<file path="src/rtl/scheduler1_commit_retire.sv">
// scheduler1_commit_retire
//   In-order retire controller for the 64-entry scheduler1 commit ring.
//   It owns the head (retire) and tail (allocate) pointers. It inspects the
//   entries at head and head+1 and strobes up to two commits per cycle. One
//   cycle later it forwards the retired destination/flag payload to the
//   rename/free-list stage.
// Ports
//   iCLOCK, iRESET              clock, asynchronous active-high reset
//   iLOCK                       allocation stall (does not stall retire)
//   iRESTART_VALID              pipeline flush; ring empties next cycle
//   iREGIST_0/1_VALID           allocate one/two slots at tail
//   oREGIST_POINTER             tail pointer
//   oFULL / oEMPTY              fewer than two free slots / ring empty
//   oHEAD_POINTER               head pointer; selects the head/head+1 entries
//   iHEAD0_* / iHEAD1_*         state of the entries at head and head+1
//   oCOMMIT0/1_VALID, _POINTER  same-cycle commit strobes and entry indices
//   oRETIRE0/1_*                registered retire payload, zero when not valid
//   oRETIRE_COUNT               running count of retired instructions (wraps)
module scheduler1_commit_retire #(
   parameter int ENTRY_N = 64,
   parameter int CNT_W   = 32
) (
   input  logic             iCLOCK,
   input  logic             iRESET,
   input  logic             iLOCK,
   input  logic             iRESTART_VALID,
   input  logic             iREGIST_0_VALID,
   input  logic             iREGIST_1_VALID,
   output logic [5:0]       oREGIST_POINTER,
   output logic             oFULL,
   output logic             oEMPTY,
   output logic [5:0]       oHEAD_POINTER,
   input  logic             iHEAD0_VALID,
   input  logic             iHEAD0_EX_END,
   input  logic             iHEAD0_WRITEBACK,
   input  logic             iHEAD0_MAKE_FLAGS,
   input  logic [3:0]       iHEAD0_FLAGS_PREG,
   input  logic [5:0]       iHEAD0_DEST_PREG,
   input  logic [4:0]       iHEAD0_DEST_LREG,
   input  logic             iHEAD0_DEST_SYSREG,
   input  logic             iHEAD0_EX_BRANCH,
   input  logic [31:0]      iHEAD0_PC,
   input  logic             iHEAD1_VALID,
   input  logic             iHEAD1_EX_END,
   input  logic             iHEAD1_WRITEBACK,
   input  logic             iHEAD1_MAKE_FLAGS,
   input  logic [3:0]       iHEAD1_FLAGS_PREG,
   input  logic [5:0]       iHEAD1_DEST_PREG,
   input  logic [4:0]       iHEAD1_DEST_LREG,
   input  logic             iHEAD1_DEST_SYSREG,
   input  logic             iHEAD1_EX_BRANCH,
   input  logic [31:0]      iHEAD1_PC,
   output logic             oCOMMIT0_VALID,
   output logic [5:0]       oCOMMIT0_POINTER,
   output logic             oCOMMIT1_VALID,
   output logic [5:0]       oCOMMIT1_POINTER,
   output logic             oRETIRE0_VALID,
   output logic             oRETIRE0_WRITEBACK,
   output logic             oRETIRE0_MAKE_FLAGS,
   output logic [3:0]       oRETIRE0_FLAGS_PREG,
   output logic [5:0]       oRETIRE0_DEST_PREG,
   output logic [4:0]       oRETIRE0_DEST_LREG,
   output logic             oRETIRE0_DEST_SYSREG,
   output logic             oRETIRE0_EX_BRANCH,
   output logic [31:0]      oRETIRE0_PC,
   output logic             oRETIRE1_VALID,
   output logic             oRETIRE1_WRITEBACK,
   output logic             oRETIRE1_MAKE_FLAGS,
   output logic [3:0]       oRETIRE1_FLAGS_PREG,
   output logic [5:0]       oRETIRE1_DEST_PREG,
   output logic [4:0]       oRETIRE1_DEST_LREG,
   output logic             oRETIRE1_DEST_SYSREG,
   output logic             oRETIRE1_EX_BRANCH,
   output logic [31:0]      oRETIRE1_PC,
   output logic [CNT_W-1:0] oRETIRE_COUNT
);

   // Full as soon as a two-wide allocation could overflow the ring.
   localparam logic [6:0] L_FULL_LIMIT = 7'(ENTRY_N - 2);

   logic [5:0]       r_head;
   logic [5:0]       r_tail;
   logic [6:0]       r_count;
   logic [CNT_W-1:0] r_retire_count;
   logic             r_ret0_valid;
   logic             r_ret1_valid;
   // Payload packing: {writeback, make_flags, flags_preg, dest_preg, dest_lreg, dest_sysreg, ex_branch, pc}
   logic [50:0]      r_ret0_data;
   logic [50:0]      r_ret1_data;

   logic             w_commit0;
   logic             w_commit1;
   logic             w_full;
   logic [1:0]       w_alloc;
   logic [1:0]       w_retire_n;

   assign w_full    = r_count > L_FULL_LIMIT;
   assign w_commit0 = !iRESTART_VALID && (r_count != 7'd0) && iHEAD0_VALID && iHEAD0_EX_END;
   // A branch closes its retire bundle, so head+1 waits for the next cycle.
   assign w_commit1 = w_commit0 && (r_count > 7'd1) && iHEAD1_VALID && iHEAD1_EX_END
                      && !iHEAD0_EX_BRANCH;
   assign w_retire_n = {1'b0, w_commit0} + {1'b0, w_commit1};

   always_comb begin
      w_alloc = 2'd0;
      if (!iLOCK && !w_full) begin
         if (iREGIST_1_VALID)      w_alloc = 2'd2;
         else if (iREGIST_0_VALID) w_alloc = 2'd1;
      end
   end

   always_ff @(posedge iCLOCK or posedge iRESET) begin
      if (iRESET) begin
         r_head         <= 6'd0;
         r_tail         <= 6'd0;
         r_count        <= 7'd0;
         r_retire_count <= '0;
         r_ret0_valid   <= 1'b0;
         r_ret1_valid   <= 1'b0;
         r_ret0_data    <= '0;
         r_ret1_data    <= '0;
      end else begin
         // Commit strobes are already zero during restart, so the counter holds.
         r_retire_count <= r_retire_count + CNT_W'(w_retire_n);
         r_ret0_valid   <= w_commit0;
         r_ret1_valid   <= w_commit1;
         r_ret0_data    <= w_commit0 ? {iHEAD0_WRITEBACK, iHEAD0_MAKE_FLAGS, iHEAD0_FLAGS_PREG,
                                        iHEAD0_DEST_PREG, iHEAD0_DEST_LREG, iHEAD0_DEST_SYSREG,
                                        iHEAD0_EX_BRANCH, iHEAD0_PC} : '0;
         r_ret1_data    <= w_commit1 ? {iHEAD1_WRITEBACK, iHEAD1_MAKE_FLAGS, iHEAD1_FLAGS_PREG,
                                        iHEAD1_DEST_PREG, iHEAD1_DEST_LREG, iHEAD1_DEST_SYSREG,
                                        iHEAD1_EX_BRANCH, iHEAD1_PC} : '0;
         if (iRESTART_VALID) begin
            // Entries all clear on restart; any same-cycle allocation is lost with them.
            r_head  <= 6'd0;
            r_tail  <= 6'd0;
            r_count <= 7'd0;
         end else begin
            r_head  <= r_head + {4'd0, w_retire_n};
            r_tail  <= r_tail + {4'd0, w_alloc};
            r_count <= r_count + {5'd0, w_alloc} - {5'd0, w_retire_n};
         end
      end
   end

   assign oREGIST_POINTER  = r_tail;
   assign oHEAD_POINTER    = r_head;
   assign oFULL            = w_full;
   assign oEMPTY           = (r_count == 7'd0);
   assign oCOMMIT0_VALID   = w_commit0;
   assign oCOMMIT0_POINTER = r_head;
   assign oCOMMIT1_VALID   = w_commit1;
   assign oCOMMIT1_POINTER = r_head + 6'd1;
   assign oRETIRE_COUNT    = r_retire_count;

   assign oRETIRE0_VALID = r_ret0_valid;
   assign {oRETIRE0_WRITEBACK, oRETIRE0_MAKE_FLAGS, oRETIRE0_FLAGS_PREG, oRETIRE0_DEST_PREG,
           oRETIRE0_DEST_LREG, oRETIRE0_DEST_SYSREG, oRETIRE0_EX_BRANCH, oRETIRE0_PC} = r_ret0_data;
   assign oRETIRE1_VALID = r_ret1_valid;
   assign {oRETIRE1_WRITEBACK, oRETIRE1_MAKE_FLAGS, oRETIRE1_FLAGS_PREG, oRETIRE1_DEST_PREG,
           oRETIRE1_DEST_LREG, oRETIRE1_DEST_SYSREG, oRETIRE1_EX_BRANCH, oRETIRE1_PC} = r_ret1_data;

`ifndef SYNTHESIS
   // Illegal-input monitors; the hardware itself takes no action on these.
   logic r_head0_missing;
   always_ff @(posedge iCLOCK or posedge iRESET) begin
      if (iRESET) r_head0_missing <= 1'b0;
      else        r_head0_missing <= (r_count != 7'd0) && !iHEAD0_VALID;
   end
   always @(posedge iCLOCK) begin
      if (!iRESET) begin
         assert (!(iREGIST_1_VALID && !iREGIST_0_VALID));
         assert (!(r_head0_missing && (r_count != 7'd0) && !iHEAD0_VALID));
      end
   end
`endif

endmodule

</file>
<file path="config.mk">
export PLATFORM = sky130hd
export DESIGN_NAME = scheduler1_commit_retire
export DESIGN_NICKNAME = d
export VERILOG_FILES = /design/src/rtl/scheduler1_commit_retire.sv
export SDC_FILE = /design/constraint.sdc
export NUM_CORES = 1
export LEC_CHECK = 0
export BUFFER_PORTS_ARGS = -buffer_cell sky130_fd_sc_hd__buf_2
export CORE_ASPECT_RATIO = 1.5
export CORE_UTILIZATION = 51
export CTS_CLUSTER_DIAMETER = 100
export DETAILED_ROUTE_END_ITERATION = 10
export PLACE_DENSITY = 0.85
export SETUP_SLACK_MARGIN = 0.2
export SYNTH_ARGS = -nofsm -noshare
export SYNTH_HDL_FRONTEND = slang
export SYNTH_SLANG_ARGS = --single-unit
</file>
<file path="constraint.sdc">
create_clock -name iCLOCK -period 11.8 [get_ports iCLOCK]
set_input_delay 1.77 -clock iCLOCK [delete_from_list [all_inputs] [get_ports iCLOCK]]
set_output_delay 1.77 -clock iCLOCK [all_outputs]
set_load 0.05 [all_outputs]
</file>
==> reports/qor.csv <==
metric,value,unit
Pwr per Cell Area,174,nW/um2
Routed WL per cell,16.6,um
Post-Synthesis Cells,499,
vias in the first global route,4975,
Hold Crit Depth,1,
antenna-violating nets left,0,
kind of critical path,input port to output pin,
post-route minimum period,5430,ps
Synth Net Count,639,
synth top area cells,"dfrtp_1 (61%), and2_1 (10%), ha_1 (5.2%), xnor2_1 (4.0%), xor2_1 (2.2%)",
Critical Path AT,3660,ps
final setup vio count,0,
worst skew pair latency,410,ps
Vias,4740,
# hold bufs at CTS,0,
maximum fanout along the worst path,55,
RSZ-0062 raised after global routing,no,
vias per std cell,5.04,
largest net degree at the start of global routing,108,
Reg power frac,0.406,
#FFs+latches synth,155,
total negative slack,0,ps
top-count cell post-synth,dfrtp_1,
Nets,913,
crit share post-route,0.461,
Pre-antenna DRT Iters,6,
Inserted Clock Buffers,17,
"Design Area, Final",8350,um2
clk sinks,155,
met3 wire length,984,um
Initial Util,0.525,
Met1 Wirelength,5890,um
RD Place Congestion,0.846,
Max Buffers Root-to-Sink,2,
total track usage,0.249,
Max Clock Skew,12.6,ps
Rel. slew slack,0.388,
final hold vios,0,
Root Driver,clkbuf_16,
PortBufs,275,
CTS tree,built,
Reg2Reg Depth,15,
post-cts resize count,0,
internal power,984,uW
GRT overflow,0,
Yosys top cell by area,dfrtp_1,
crit path launch type,input port,
"Cell Area, Synth",6310,um2
Min-Delay Path Class,register to register,
Slew @ Worst Pin,919,ps
Post-synth top cells,"dfrtp_1 (155), and2_1 (105), xnor2_1 (29)",
Crit. End Element,output pin,
"EDFF count, synth",0,
"Avg Cell Area, Syn",12.7,um2
sequential share of the synthesized area,0.614,
postcts setup bufs,0,
Comb power frac,0.222,
share of cells above drive strength 1,0.406,
CP required,10030,ps
net switching power,467,uW
HPWL Detailed,11500,um
Yosys warning count,0,
Die Height,138,um
peak supply drop,113,uV
met2 WL post-DR,8120,um
switching share of power,0.322,
status,"finished, final reports clean",
area fraction of the dominant cell type after synthesis,0.614,
Post-DP Area,7760,um2
Slew Limit Fails,0,
Max Cap Violations,0,
DR DRC count,0,
Routed WL,15600,um
P&R area growth vs syn,32.2,%
initial antenna violation count,1,
Clk pwr share,0.372,
Async SR Flop Fraction,1.00,
die area,12800,um2
initial DRC count,167,
die width,92.8,um
Netlist cell types,41,
Clock transition at path regs,60,ps
FP Rows,49,
main flop type after synthesis,dfrtp_1,
H-tree depth,4,
Top Layer Used,met4,
Core ar.,12000,um2
total leakage power,0.00474,uW
Ports,276,
first-pass GRT wire length,24700,um
FMAX,184,MHz
[power groups by stage]
stage	combinational, uW	sequential, uW	clock (uW)
after floorplan	162	669	0
after CTS	323	588	549
final	323	589	540
after global routing	351	592	572
after detailed placement	321	597	0
after global placement	307	596	0
[routing by layer]
layer / vias up / track usage
li1: 2178 / -
met1: 2295 / 0.279
met2: 223 / 0.436
met3: 44 / 0.0534
met4: 0 / 0.127
met5: - / 0
[metrics by stage]
| step | hold WS [ps] | setup slack (ps) | power (uW) | cells | util |
|---|---|---|---|---|---|
| global route | 489 | 6230 | 1510 | 940 | 0.695 |
| global placement | 453 | 6390 | 903 | 907 | 0.646 |
| detailed placement | 460 | 6350 | 919 | 907 | 0.646 |
| floorplan | 624 | 5850 | 831 | 499 | - |
| finish | 469 | 6370 | 1450 | 940 | 0.695 |
| CTS | 470 | 6350 | 1460 | 939 | 0.695 |
[cell usage in the layout, fill, tap and decap left out, drive strengths merged, types with 3 or more instances in the layout]
cell type  count
o21ai          4
nor4          11
nor2          13
xnor2         29
and4           5
or3            3
nand4          7
clkbuf        19
ha            26
nand3         20
or4            3
and2         105
buf          278
nand2         12
nor3           3
a21oi          8
inv           24
and3           5
dfrtp        155
clkinvlp       5
xor2          16
nor2b         10
[cell type report]
class | count | area, um2
Clock inverter | 13 | 155
Sequential cell | 155 | 3880
Inverter | 18 | 72.6
Timing Repair Buffer | 278 | 1400
Multi-Input combinational cell | 303 | 2220
Clock buffer | 19 | 433
Fill cell | 896 | 3670
Tap cell | 153 | 191
Antenna cell | 1 | 2.50
[critical path: stages]
cell	delay, ps
buf_2	240
nand3b_1	250
or4_1	470
a31oi_4	150
buf_4	400
buf_2	350
[logic make-up after synthesis]
family                     after synthesis  synth area share
xor gates and xnor gates                45            0.0624
muxes                                    1           0.00178
buffers and inverters                   41            0.0351
DFF                                    155             0.614
adders and majority gates               28            0.0579
AOI/OAI and AO/OA                       22            0.0240
and+or+nand+nor                        207             0.205
[flip-flops by register name, indices dropped and copies added (netlist names)]
register,flops
oCOMMIT0_POINTER,6
oREGIST_POINTER,6
oRETIRE0_VALID,1
oRETIRE1_VALID,1
r_ret0_data,51
r_ret1_data,51
oRETIRE_COUNT,32
r_count,7
[worst paths after layout]
check | from | end | slack (ps)
max in group asynchronous | iRESET | oRETIRE_COUNT[2]$_DFF_PP0_ | 9040
min reg2reg | oRETIRE_COUNT[31]$_DFF_PP0_ | oRETIRE_COUNT[31]$_DFF_PP0_ | 470
max reg2reg | r_count[3]$_DFF_PP0_ | r_count[4]$_DFF_PP0_ | 7820
min | oRETIRE_COUNT[31]$_DFF_PP0_ | oRETIRE_COUNT[31]$_DFF_PP0_ | 470
min in group asynchronous | iRESET | r_ret1_data[32]$_DFF_PP0_ | 1570
max | iRESTART_VALID | oCOMMIT1_VALID | 6370
No activity file was read; power rests on OpenSTA's default activity.
